**src/rtl/hazard_scoreboard.sv**
```systemverilog
// Pipeline hazard control: ALU forwarding, load-use/branch bubbles, blocking-load wait
// with optional timeout, and a posted-store counter with ordering hold.
//
// state        | meaning
// ST_RUN       | pipeline flows; only store/order, branch and load-use rules apply
// ST_LOAD_WAIT | a load sits in M waiting for i_load_ack; whole pipe is held
module hazard_scoreboard #(
    parameter int MAX_STORES   = 2,
    parameter int ORDER_STRICT = 1,
    parameter int TIMEOUT      = 255
) (
    input  logic       i_clk,
    input  logic       i_rst,
    input  logic [4:0] i_e_rs1,
    input  logic [4:0] i_e_rs2,
    input  logic [4:0] i_m_rd,
    input  logic [4:0] i_w_rd,
    input  logic       i_m_regwrite,
    input  logic       i_w_regwrite,
    input  logic [1:0] i_m_result_src,
    output logic [1:0] o_fwd_a,
    output logic [1:0] o_fwd_b,
    input  logic [4:0] i_d_rs1,
    input  logic [4:0] i_d_rs2,
    input  logic       i_d_use_rs1,
    input  logic       i_d_use_rs2,
    input  logic [4:0] i_e_rd,
    input  logic       i_e_load,
    input  logic       i_e_store,
    input  logic       i_load_ack,
    input  logic       i_store_ack,
    input  logic       i_e_pc_src,
    output logic       o_f_stall,
    output logic       o_fd_stall,
    output logic       o_de_stall,
    output logic       o_em_stall,
    output logic       o_fd_flush,
    output logic       o_de_flush,
    output logic       o_em_flush,
    output logic       o_mw_flush,
    output logic [3:0] o_store_cnt,
    output logic       o_bus_timeout
);

    typedef enum logic {ST_RUN = 1'b0, ST_LOAD_WAIT = 1'b1} state_t;

    localparam logic [3:0]  MAX_CNT   = 4'(MAX_STORES);
    localparam logic        TO_EN     = (TIMEOUT != 0);
    localparam logic [15:0] WAIT_LAST = (TIMEOUT == 0) ? 16'd0 : 16'(TIMEOUT - 1);
    localparam logic        ORDER_EN  = (ORDER_STRICT != 0);

    state_t      r_state;
    state_t      w_state_nxt;
    logic [15:0] r_wait_cnt;
    logic [3:0]  r_store_cnt;

    logic w_in_wait, w_timeout, w_hold, w_store_full, w_order, w_load_use;
    logic w_load_enter, w_store_inc, w_store_dec;
    logic w_m_hit_a, w_w_hit_a, w_m_hit_b, w_w_hit_b;
    logic [1:0] w_m_sel;

    // Forwarding: M wins over W; an M-stage extend result gets its own select.
    assign w_m_sel   = (i_m_result_src == 2'b11) ? 2'b11 : 2'b10;
    assign w_m_hit_a = (i_e_rs1 != 5'd0) && i_m_regwrite && (i_e_rs1 == i_m_rd);
    assign w_w_hit_a = (i_e_rs1 != 5'd0) && i_w_regwrite && (i_e_rs1 == i_w_rd);
    assign w_m_hit_b = (i_e_rs2 != 5'd0) && i_m_regwrite && (i_e_rs2 == i_m_rd);
    assign w_w_hit_b = (i_e_rs2 != 5'd0) && i_w_regwrite && (i_e_rs2 == i_w_rd);
    assign o_fwd_a   = w_m_hit_a ? w_m_sel : (w_w_hit_a ? 2'b01 : 2'b00);
    assign o_fwd_b   = w_m_hit_b ? w_m_sel : (w_w_hit_b ? 2'b01 : 2'b00);

    assign w_in_wait    = (r_state == ST_LOAD_WAIT);
    assign w_timeout    = TO_EN && w_in_wait && !i_load_ack && (r_wait_cnt == WAIT_LAST);
    assign w_hold       = w_in_wait && !i_load_ack && !w_timeout;
    assign w_store_full = i_e_store && (r_store_cnt == MAX_CNT) && !i_store_ack;
    assign w_order      = ORDER_EN && i_e_load && (r_store_cnt != 4'd0);
    assign w_load_use   = i_e_load && (i_e_rd != 5'd0) &&
                          ((i_d_use_rs1 && (i_d_rs1 == i_e_rd)) ||
                           (i_d_use_rs2 && (i_d_rs2 == i_e_rd)));

    always_comb begin
        o_f_stall     = 1'b0;
        o_fd_stall    = 1'b0;
        o_de_stall    = 1'b0;
        o_em_stall    = 1'b0;
        o_fd_flush    = 1'b0;
        o_de_flush    = 1'b0;
        o_em_flush    = 1'b0;
        o_mw_flush    = 1'b0;
        o_bus_timeout = 1'b0;
        if (i_rst) begin
            o_bus_timeout = w_timeout;
            if (w_hold) begin
                o_f_stall  = 1'b1;
                o_fd_stall = 1'b1;
                o_de_stall = 1'b1;
                o_em_stall = 1'b1;
                o_mw_flush = 1'b1;
            end else if (w_store_full || w_order) begin
                o_f_stall  = 1'b1;
                o_fd_stall = 1'b1;
                o_de_stall = 1'b1;
                o_em_flush = 1'b1;
            end else if (i_e_pc_src) begin
                o_fd_flush = 1'b1;
                o_de_flush = 1'b1;
            end else if (w_load_use) begin
                o_f_stall  = 1'b1;
                o_fd_stall = 1'b1;
                o_de_flush = 1'b1;
            end
        end
    end

    // E advances into M whenever the D/E register is not held.
    assign w_load_enter = i_e_load && !o_de_stall;
    assign w_store_inc  = i_e_store && !o_de_stall && (r_store_cnt != 4'hF);
    assign w_store_dec  = i_store_ack && (r_store_cnt != 4'd0);

    always_comb begin
        w_state_nxt = r_state;
        case (r_state)
            ST_RUN:       if (w_load_enter) w_state_nxt = ST_LOAD_WAIT;
            ST_LOAD_WAIT: if (!w_hold) w_state_nxt = w_load_enter ? ST_LOAD_WAIT : ST_RUN;
            default:      w_state_nxt = ST_RUN;
        endcase
    end

    always_ff @(posedge i_clk or negedge i_rst) begin
        if (!i_rst) begin
            r_state     <= ST_RUN;
            r_wait_cnt  <= 16'd0;
            r_store_cnt <= 4'd0;
        end else begin
            r_state <= w_state_nxt;
            if (w_load_enter)
                r_wait_cnt <= 16'd0;
            else if (w_in_wait && (r_wait_cnt != 16'hFFFF))
                r_wait_cnt <= r_wait_cnt + 16'd1;
            if (w_store_inc && !w_store_dec)
                r_store_cnt <= r_store_cnt + 4'd1;
            else if (w_store_dec && !w_store_inc)
                r_store_cnt <= r_store_cnt - 4'd1;
        end
    end

    assign o_store_cnt = r_store_cnt;

endmodule

```
**config.mk**
```make
export PLATFORM = sky130hd
export DESIGN_NAME = hazard_scoreboard
export DESIGN_NICKNAME = d
export VERILOG_FILES = /design/src/rtl/hazard_scoreboard.sv
export SDC_FILE = /design/constraint.sdc
export NUM_CORES = 1
export LEC_CHECK = 0
export BUFFER_PORTS_ARGS = -buffer_cell sky130_fd_sc_hd__buf_2
export CORE_MARGIN = 2
export CORE_UTILIZATION = 51
export DETAILED_ROUTE_END_ITERATION = 7
export HOLD_SLACK_MARGIN = 0.12
export PLACE_DENSITY = 0.86
export SLEW_MARGIN = 20
export SYNTH_ARGS = -nofsm -noshare
export SYNTH_HDL_FRONTEND = slang
export SYNTH_SLANG_ARGS = --single-unit
```
**constraint.sdc**
```tcl
create_clock -name i_clk -period 3.6 [get_ports i_clk]
set_input_delay 0.36 -clock i_clk [delete_from_list [all_inputs] [get_ports i_clk]]
set_output_delay 0.36 -clock i_clk [all_outputs]
set_load 0.02 [all_outputs]
```
==> results.py, run 1 <==
metrics = {
    "clock_network": {
        "number_of_buffers_inserted_by_hold_repair_at_cts": 0,
        "post_cts_resize_count": 0,
        "tritoncts": "done",
        "clk_pin_slew_worst_paths_ns": 0.09,
        "cts-root-to-sink-buffers": 2,
        "post-cts-setup-buffer-count": 0,
        "cts-htree-levels": 1,
        "clk_latency_ns": 0.27,
        "cts_inserted_buffers": 3,
        "cts_num_sinks": 21,
        "cts.root.buffer_cell": "sky130_fd_sc_hd__clkbuf_8",
    },
    "critical_path": {
        "critPathMaxStageDelay_ns": 0.44,
        "timing.critical_path.mode_cell": "sky130_fd_sc_hd__ha_1",
        "worstSetupEndpointType": "register",
        "worst-path-max-fanout": 6,
        "cp.required_ns": 3.79,
        "slowest_stage": "sky130_fd_sc_hd__dfrtp_1",
        "cp.arrival_ns": 3.17,
        "kind_of_start_point_of_the_critical_path": "register",
        "path_cells": "inv_1, ha_1, nor4b_1, nand4_1, o2bb2ai_1, a21oi_1, ha_1, inv_1, ha_1, a21o_1, a21oi_1, mux2i_1, xnor2_1",
        "timing.critical_path.max_delay_family": "compound AO/OA/AOI/OAI gates",
        "crit_type": "register to register",
        "critical_path_buf_inv_count": 2,
    },
    "final_layout": {
        "antenna_cells_inserted": 0,
        "num-fill-cells": 320,
        "final_net_count": 331,
        "ratio_of_cells_with_drive_above_1_in_the_final_layout": 0.290,
        "layout_stage_area_growth_over_the_synthesis_result_pct": 18.0,
    },
    "synthesis": {
        "ys_dominant_reg_cell": "sky130_fd_sc_hd__dfrtp_1",
        "synth_top_area_cell": "sky130_fd_sc_hd__dfrtp_1",
        "synthesis.area_per_instance_um2": 9.00,
        "synth.yosys.warnings": 0,
        "synth_most_common_cell": "sky130_fd_sc_hd__dfrtp_1",
        "synth.top_cells.by_area": "sky130_fd_sc_hd__dfrtp_1, sky130_fd_sc_hd__xnor2_1, sky130_fd_sc_hd__xor2_1",
        "post_synth_num_cell_types": 48,
        "synth_seq_area_share": 0.272,
        "syn_area_mm2": 0.00193,
        "ys_seq_elements": 21,
        "synth_instances": 215,
        "number_of_synthesized_flops_with_an_enable_pin": 0,
        "yosys.area.top_type_share": 0.272,
        "synth_top_cells_by_count": "sky130_fd_sc_hd__dfrtp_1, sky130_fd_sc_hd__xnor2_1, sky130_fd_sc_hd__xor2_1",
        "asyncSetResetFlopFracSynth": 1.00,
        "syn-num-nets": 269,
    },
    "sta": {
        "setup_ws_final_ns": 0.621,
        "worst_hold_slack_ns": 0.158,
        "timing.max_slew.rel_slack": 0.456,
        "finalHoldViolCount": 0,
        "layout_min_cycle_time_ns": 2.98,
        "rsz0062_at_grt": "no",
        "worst_clock_skew_ns": 0.00878,
        "slew_violations": 0,
        "period_share": 0.828,
        "final-setup-viol-count": 0,
        "worst_slew_pin_slew_ns": 0.815,
        "fmaxAchievable_mhz": 336,
        "setup_total_negative_slack_ns": 0,
    },
    "floorplan": {
        "initial_standard_cell_utilization_of_the_core": 0.528,
        "boundaryPins": 65,
        "floorplan.core_area_mm2": 0.00366,
        "die_height_um": 65.6,
        "row_count": 22,
        "die_width_um": 65.6,
        "floorplan.die_area_mm2": 0.00430,
    },
    "power_and_ir_drop": {
        "finalPower_mw": 0.889,
        "max-vdd-ir-drop_mv": 0.459,
        "p_leak_nw": 0.988,
        "pwr_density_cell_mw_per_mm2": 390,
    },
    "place": {
        "count_of_input_and_output_buffers": 64,
        "place_ws_ns": 0.682,
        "place_hpwl_um": 3660,
        "routabilityCongestion": 0.863,
    },
    "grt": {
        "congestion_overflow_gr": 0,
        "global_route.usage.total": 0.221,
        "grt_pass1_vias": 1688,
        "pin_count_of_the_biggest_net_entering_global_routing": 25,
        "number_of_antenna_violations_at_the_first_check_in_global_routing": 0,
        "grt_first_pass_wirelength_um": 7650,
    },
    "route": {
        "totalWireLength_um": 4620,
        "via_density_per_instance": 5.76,
        "met1_length_um": 2110,
        "remaining_drc_errors": 0,
        "met3_wirelength_um": 177,
        "vias": 1867,
        "met2RoutedLength_um": 2310,
        "detail_route.wl_per_cell_um": 14.3,
        "detail_route.first_pass.iterations": 4,
        "dr.first_iter.drc_count": 125,
        "final_antenna_net_count": 0,
        "highest_layer": "met4",
    },
    "run_status": {
        "run_status": "finished, final reports clean",
    },
    "run": {
        "number_of_max_cap_violations": 0,
    },
    "min_path": {
        "worst_hold_path_type": "input pin to asynchronous set/reset pin",
    },
}
[area by class of cell]
type	count	area, µm²	share of cell area
Timing Repair Buffer	66	335	0.147
Inverter	9	33.8	0.0148
Clock buffer	3	41.3	0.0181
Tap cell	48	60.1	0.0263
Multi-Input combinational cell	176	1280	0.561
Sequential cell	21	526	0.230
Clock inverter	1	5.00	0.00219
[sequential cells by signal (all words and copies together) (netlist names)]
| register | cells |
|---|---|
| r_wait_cnt | 16 |
| r_state | 1 |
| o_store_cnt | 4 |
[placed cells by master, fill, tap and decap left out, drive strengths merged, types with 3 or more instances in the layout]
cell	count
nor4b	4
nand2	13
mux2i	4
nor3	4
clkbuf	3
dfrtp	21
nor2	10
or3	6
nand4	12
xor2	16
inv	9
and3	3
buf	66
o21ai	7
ha	5
nand3	9
xnor2	17
or4	12
a21oi	4
nor4	11
a211oi	13
and2	4
o31ai	5
[cells by family after synthesis]
kind of cell	count (synthesis)	synth area share
AND/OR/NAND/NOR	93	0.297
XOR/XNOR	33	0.149
buffers and inverters	18	0.0660
flip-flops	21	0.272
AO/OA/AOI/OAI	39	0.147
multiplexers	5	0.0265
adder cells (fa/ha/maj)	6	0.0427
[metrics by stage]
stage          utilization  instance area (µm²)  instances
3_3_place_gp         0.611                 2240        320
4_1_cts              0.623                 2280        324
2_1_floorplan            -                 1930        215
5_1_grt              0.623                 2280        324
6_report             0.623                 2280        324
3_5_place_dp         0.611                 2240        320
[path summary, 6_finish.rpt]
path / startpoint / to / slack [ns] / cells past startpoint
max in group asynchronous: i_rst / r_wait_cnt[3]$_DFFE_PN0P_ / 3.19 / 2
min in group i_clk: i_e_load / r_state$_DFF_PN0_ / 0.42 / 3
max: r_wait_cnt[0]$_DFFE_PN0P_ / o_store_cnt[3]$_DFFE_PN0P_ / 0.62 / 13
min: i_rst / r_wait_cnt[6]$_DFFE_PN0P_ / 0.16 / 2
max reg2reg: r_wait_cnt[0]$_DFFE_PN0P_ / o_store_cnt[3]$_DFFE_PN0P_ / 0.62 / 13
min reg2reg: o_store_cnt[3]$_DFFE_PN0P_ / o_store_cnt[3]$_DFFE_PN0P_ / 0.56 / 1
[per-layer routing]
metal	GRT usage	up-vias
met3	0.0428	3
met2	0.374	35
met1	0.297	894
met4	0.0391	0
met5	0	-
li1	-	935
[worst register-to-register path, cell delays in order, from the launching register on]
cell and delay, ns:
sky130_fd_sc_hd__dfrtp_1 0.44, sky130_fd_sc_hd__inv_1 0.08, sky130_fd_sc_hd__ha_1 0.15, sky130_fd_sc_hd__nor4b_1 0.27, sky130_fd_sc_hd__nand4_1 0.27, sky130_fd_sc_hd__o2bb2ai_1 0.26
sky130_fd_sc_hd__a21oi_1 0.20, sky130_fd_sc_hd__ha_1 0.18, sky130_fd_sc_hd__inv_1 0.09, sky130_fd_sc_hd__ha_1 0.27, sky130_fd_sc_hd__a21o_1 0.17, sky130_fd_sc_hd__a21oi_1 0.17
sky130_fd_sc_hd__mux2i_1 0.23, sky130_fd_sc_hd__xnor2_1 0.14
[power by group]
group,leakage [nW],internal (mW),total (mW),switching [mW]
clock network,0.0255,0.0773,0.162,0.0843
logic,0.682,0.175,0.385,0.210
registers,0.280,0.277,0.342,0.0653
total,0.988,0.529,0.889,0.360
Note: power is estimated with default switching activity, not from simulation.
==> run 2, diff against run 1 <==
ABC_AREA = 1   (was unset)
CORE_UTILIZATION = 52   (was 51)
clock period = 3.1 ns   (was 3.6 ns; I/O delays follow)
==> run 2 against run 1 <==
  * Global-route usage rose by 2.3 points
  * Cell area rose by 7.3%
  * Combinational power rose by 19%
  * Clock power rose by 15%
  * Synthesized cell count rose by 60%
  * Highest routed layer unchanged
==> results.py, run 2 <==
metrics = {
    "synthesis": {
        "synthesis.area_per_instance_um2": 6.04,
        "number_of_synthesized_flops_with_an_enable_pin": 0,
        "synth_seq_area_share": 0.253,
        "syn_area_mm2": 0.00208,
        "ys_seq_elements": 21,
        "yosys.area.top_type_share": 0.253,
        "synth_top_cells_by_count": "sky130_fd_sc_hd__nand2_1, sky130_fd_sc_hd__nor2_1, sky130_fd_sc_hd__inv_1",
        "post_synth_num_cell_types": 30,
        "synth.yosys.warnings": 0,
        "syn-num-nets": 398,
        "synth_top_area_cell": "sky130_fd_sc_hd__dfrtp_1",
        "ys_dominant_reg_cell": "sky130_fd_sc_hd__dfrtp_1",
        "synth.top_cells.by_area": "sky130_fd_sc_hd__dfrtp_1, sky130_fd_sc_hd__nand2_1, sky130_fd_sc_hd__nor2_1",
        "asyncSetResetFlopFracSynth": 1.00,
        "synth_most_common_cell": "sky130_fd_sc_hd__nand2_1",
        "synth_instances": 344,
    },
    "route": {
        "via_density_per_instance": 5.01,
        "final_antenna_net_count": 0,
        "detail_route.wl_per_cell_um": 10.8,
        "dr.first_iter.drc_count": 124,
        "totalWireLength_um": 4890,
        "vias": 2276,
        "detail_route.first_pass.iterations": 4,
        "remaining_drc_errors": 0,
    },
    "power_and_ir_drop": {
        "sw_frac_of_total": 0.416,
        "p_clk_frac": 0.180,
        "max-vdd-ir-drop_mv": 0.506,
        "finalPower_mw": 1.04,
        "comb_power_share": 0.442,
        "p_sw_mw": 0.432,
        "p_leak_nw": 1.43,
        "power_report.internal_total_mw": 0.606,
        "pwr-share-seq": 0.378,
        "pwr_density_cell_mw_per_mm2": 424,
    },
    "critical_path": {
        "r2r.worst_path.cells": 16,
        "slowest_stage": "sky130_fd_sc_hd__dfrtp_1",
        "critPathMaxStageDelay_ns": 0.43,
        "worstSetupEndpointType": "register",
        "timing.critical_path.max_delay_family": "simple AND/OR/NAND/NOR gates",
        "critical_path_buf_inv_count": 2,
        "timing.reg2reg.setup_slack_ns": 0.59,
        "kind_of_start_point_of_the_critical_path": "register",
        "timing.critical_path.mode_cell": "sky130_fd_sc_hd__ha_1",
        "path_cells": "inv_1, ha_1, nand3_1, nor2_2, nand2_2, nand3_2, nand2_1, nor2_1, ha_1, inv_1, ha_1, a21oi_1, nand2_1, a21oi_1, o21ai_0, xnor2_1",
        "worst-path-max-fanout": 5,
        "cp.arrival_ns": 2.66,
        "crit_type": "register to register",
        "timing.critical_path.depth": 16,
        "cp.required_ns": 3.26,
    },
    "sta": {
        "timing.max_slew.rel_slack": 0.512,
        "final-setup-viol-count": 0,
        "fmaxAchievable_mhz": 399,
        "finalHoldViolCount": 0,
        "slew_violations": 0,
        "worst_slew_pin_slew_ns": 0.731,
        "worst_clock_skew_ns": 0.00369,
        "layout_min_cycle_time_ns": 2.51,
        "rsz0062_at_grt": "no",
        "period_share": 0.808,
        "setup_total_negative_slack_ns": 0,
    },
    "grt": {
        "number_of_antenna_violations_at_the_first_check_in_global_routing": 0,
        "congestion_overflow_gr": 0,
        "pin_count_of_the_biggest_net_entering_global_routing": 23,
        "grt_first_pass_wirelength_um": 8650,
        "grt_pass1_vias": 2068,
        "global_route.usage.total": 0.244,
    },
    "clock_network": {
        "clk_latency_ns": 0.27,
        "clk_pin_slew_worst_paths_ns": 0.08,
        "cts-htree-levels": 1,
        "cts.root.buffer_cell": "sky130_fd_sc_hd__clkbuf_8",
        "cts_inserted_buffers": 3,
        "cts_num_sinks": 21,
        "tritoncts": "done",
        "post-cts-setup-buffer-count": 0,
        "cts-root-to-sink-buffers": 2,
        "post_cts_resize_count": 0,
        "number_of_buffers_inserted_by_hold_repair_at_cts": 0,
    },
    "final_layout": {
        "layout_common_cells": "sky130_fd_sc_hd__nand2_1, sky130_fd_sc_hd__buf_2, sky130_fd_sc_hd__nor2_1",
        "most_common_library_cell_in_the_layout_ignoring_fill_and_taps": "sky130_fd_sc_hd__nand2_1",
        "antenna_cells_inserted": 0,
        "final_net_count": 461,
        "registers.top_by_ff_count": "r_wait_cnt",
        "ratio_of_cells_with_drive_above_1_in_the_final_layout": 0.207,
        "layout_stage_area_growth_over_the_synthesis_result_pct": 18.0,
        "number_of_flip_flops_in_the_largest_register": 16,
    },
    "place": {
        "count_of_input_and_output_buffers": 64,
        "place_hpwl_um": 3960,
        "routabilityCongestion": 0.915,
    },
    "floorplan": {
        "die_height_um": 67.2,
        "row_count": 22,
        "die_width_um": 67.2,
        "initial_standard_cell_utilization_of_the_core": 0.555,
        "floorplan.core_area_mm2": 0.00374,
        "floorplan.die_area_mm2": 0.00452,
        "boundaryPins": 65,
    },
    "min_path": {
        "worst_hold_path_type": "input pin to asynchronous set/reset pin",
    },
    "run": {
        "number_of_max_cap_violations": 0,
    },
    "run_status": {
        "run_status": "finished, final reports clean",
    },
}
run 2: cell count changes after synthesis, moves of 8 or more:
cell / change
sky130_fd_sc_hd__nand3_1: +9
sky130_fd_sc_hd__nor2_1: +47
sky130_fd_sc_hd__or4_1: -11
sky130_fd_sc_hd__nor4_1: -8
sky130_fd_sc_hd__nand2_1: +100
sky130_fd_sc_hd__a211oi_1: -11
sky130_fd_sc_hd__inv_1: +44
sky130_fd_sc_hd__xor2_1: -9
run 2: cell type report:
type                       count  area [µm²]
clock buffer                   3        41.3
multi-input combinational    261        1280
timing repair buffer          65         328
clock inverter                 1        7.51
sequential                    21         526
inverter                      55         206
fill                         352        1290
tap                           48        60.1
run 2: worst reg2reg max path, cell delays in order (launching register included):
cell and delay (ns):
sky130_fd_sc_hd__dfrtp_1 0.43, sky130_fd_sc_hd__inv_1 0.08, sky130_fd_sc_hd__ha_1 0.16, sky130_fd_sc_hd__nand3_1 0.09
sky130_fd_sc_hd__nor2_2 0.13, sky130_fd_sc_hd__nand2_2 0.08, sky130_fd_sc_hd__nand3_2 0.09, sky130_fd_sc_hd__nand2_1 0.09
sky130_fd_sc_hd__nor2_1 0.10, sky130_fd_sc_hd__ha_1 0.15, sky130_fd_sc_hd__inv_1 0.09, sky130_fd_sc_hd__ha_1 0.33
sky130_fd_sc_hd__a21oi_1 0.16, sky130_fd_sc_hd__nand2_1 0.07, sky130_fd_sc_hd__a21oi_1 0.12, sky130_fd_sc_hd__o21ai_0 0.11
sky130_fd_sc_hd__xnor2_1 0.13
run 2: metrics by stage:
step	cell area (µm²)	util	worst slack (ns)	hold slack (ns)	instances
after floorplan	2080	-	0.660	0.0144	344
after global placement	2400	0.641	0.706	0.413	450
after detailed placement	2400	0.641	0.602	0.412	450
after CTS	2450	0.654	0.581	0.121	454
after global routing	2450	0.654	0.321	0.153	454
final	2450	0.654	0.595	0.120	454
run 2: cells by family after synthesis:
family                   Yosys count  share of synthesized area
buffers and inverters             62                      0.130
flip-flops                        21                      0.253
adder cells (fa/ha/maj)            6                     0.0398
AO/OA/AOI/OAI                     19                     0.0512
XOR/XNOR                          18                     0.0759
multiplexers                       1                    0.00542
AND/OR/NAND/NOR                  217                      0.445
run 2: path summary, 6_finish.rpt:
kind,start,to
worst max-delay path,r_wait_cnt[0]$_DFFE_PN0P_,o_store_cnt[3]$_DFFE_PN0P_
worst min-delay path,i_rst,r_wait_cnt[12]$_DFFE_PN0P_
worst max register to register,r_wait_cnt[0]$_DFFE_PN0P_,o_store_cnt[3]$_DFFE_PN0P_
worst min register to register,o_store_cnt[3]$_DFFE_PN0P_,o_store_cnt[3]$_DFFE_PN0P_
max in group asynchronous,i_rst,r_state$_DFF_PN0_
min in group i_clk,i_load_ack,r_state$_DFF_PN0_
run 2: routing by layer:
layer	wire length, µm	up-vias	GRT usage
li1	-	1187	-
met4	98	0	0.0663
met3	241	10	0.0433
met5	0	-	0
met1	2190	1023	0.304
met2	2360	56	0.433
run 2: power by group through the flow:
stage	Combinational (mW)	Clock [mW]	Sequential (mW)
CTS	0.464	0.190	0.393
global route	0.525	0.198	0.401
detailed placement	0.461	0	0.397
finish	0.459	0.186	0.393
floorplan	0.307	0	0.417
global placement	0.447	0	0.396
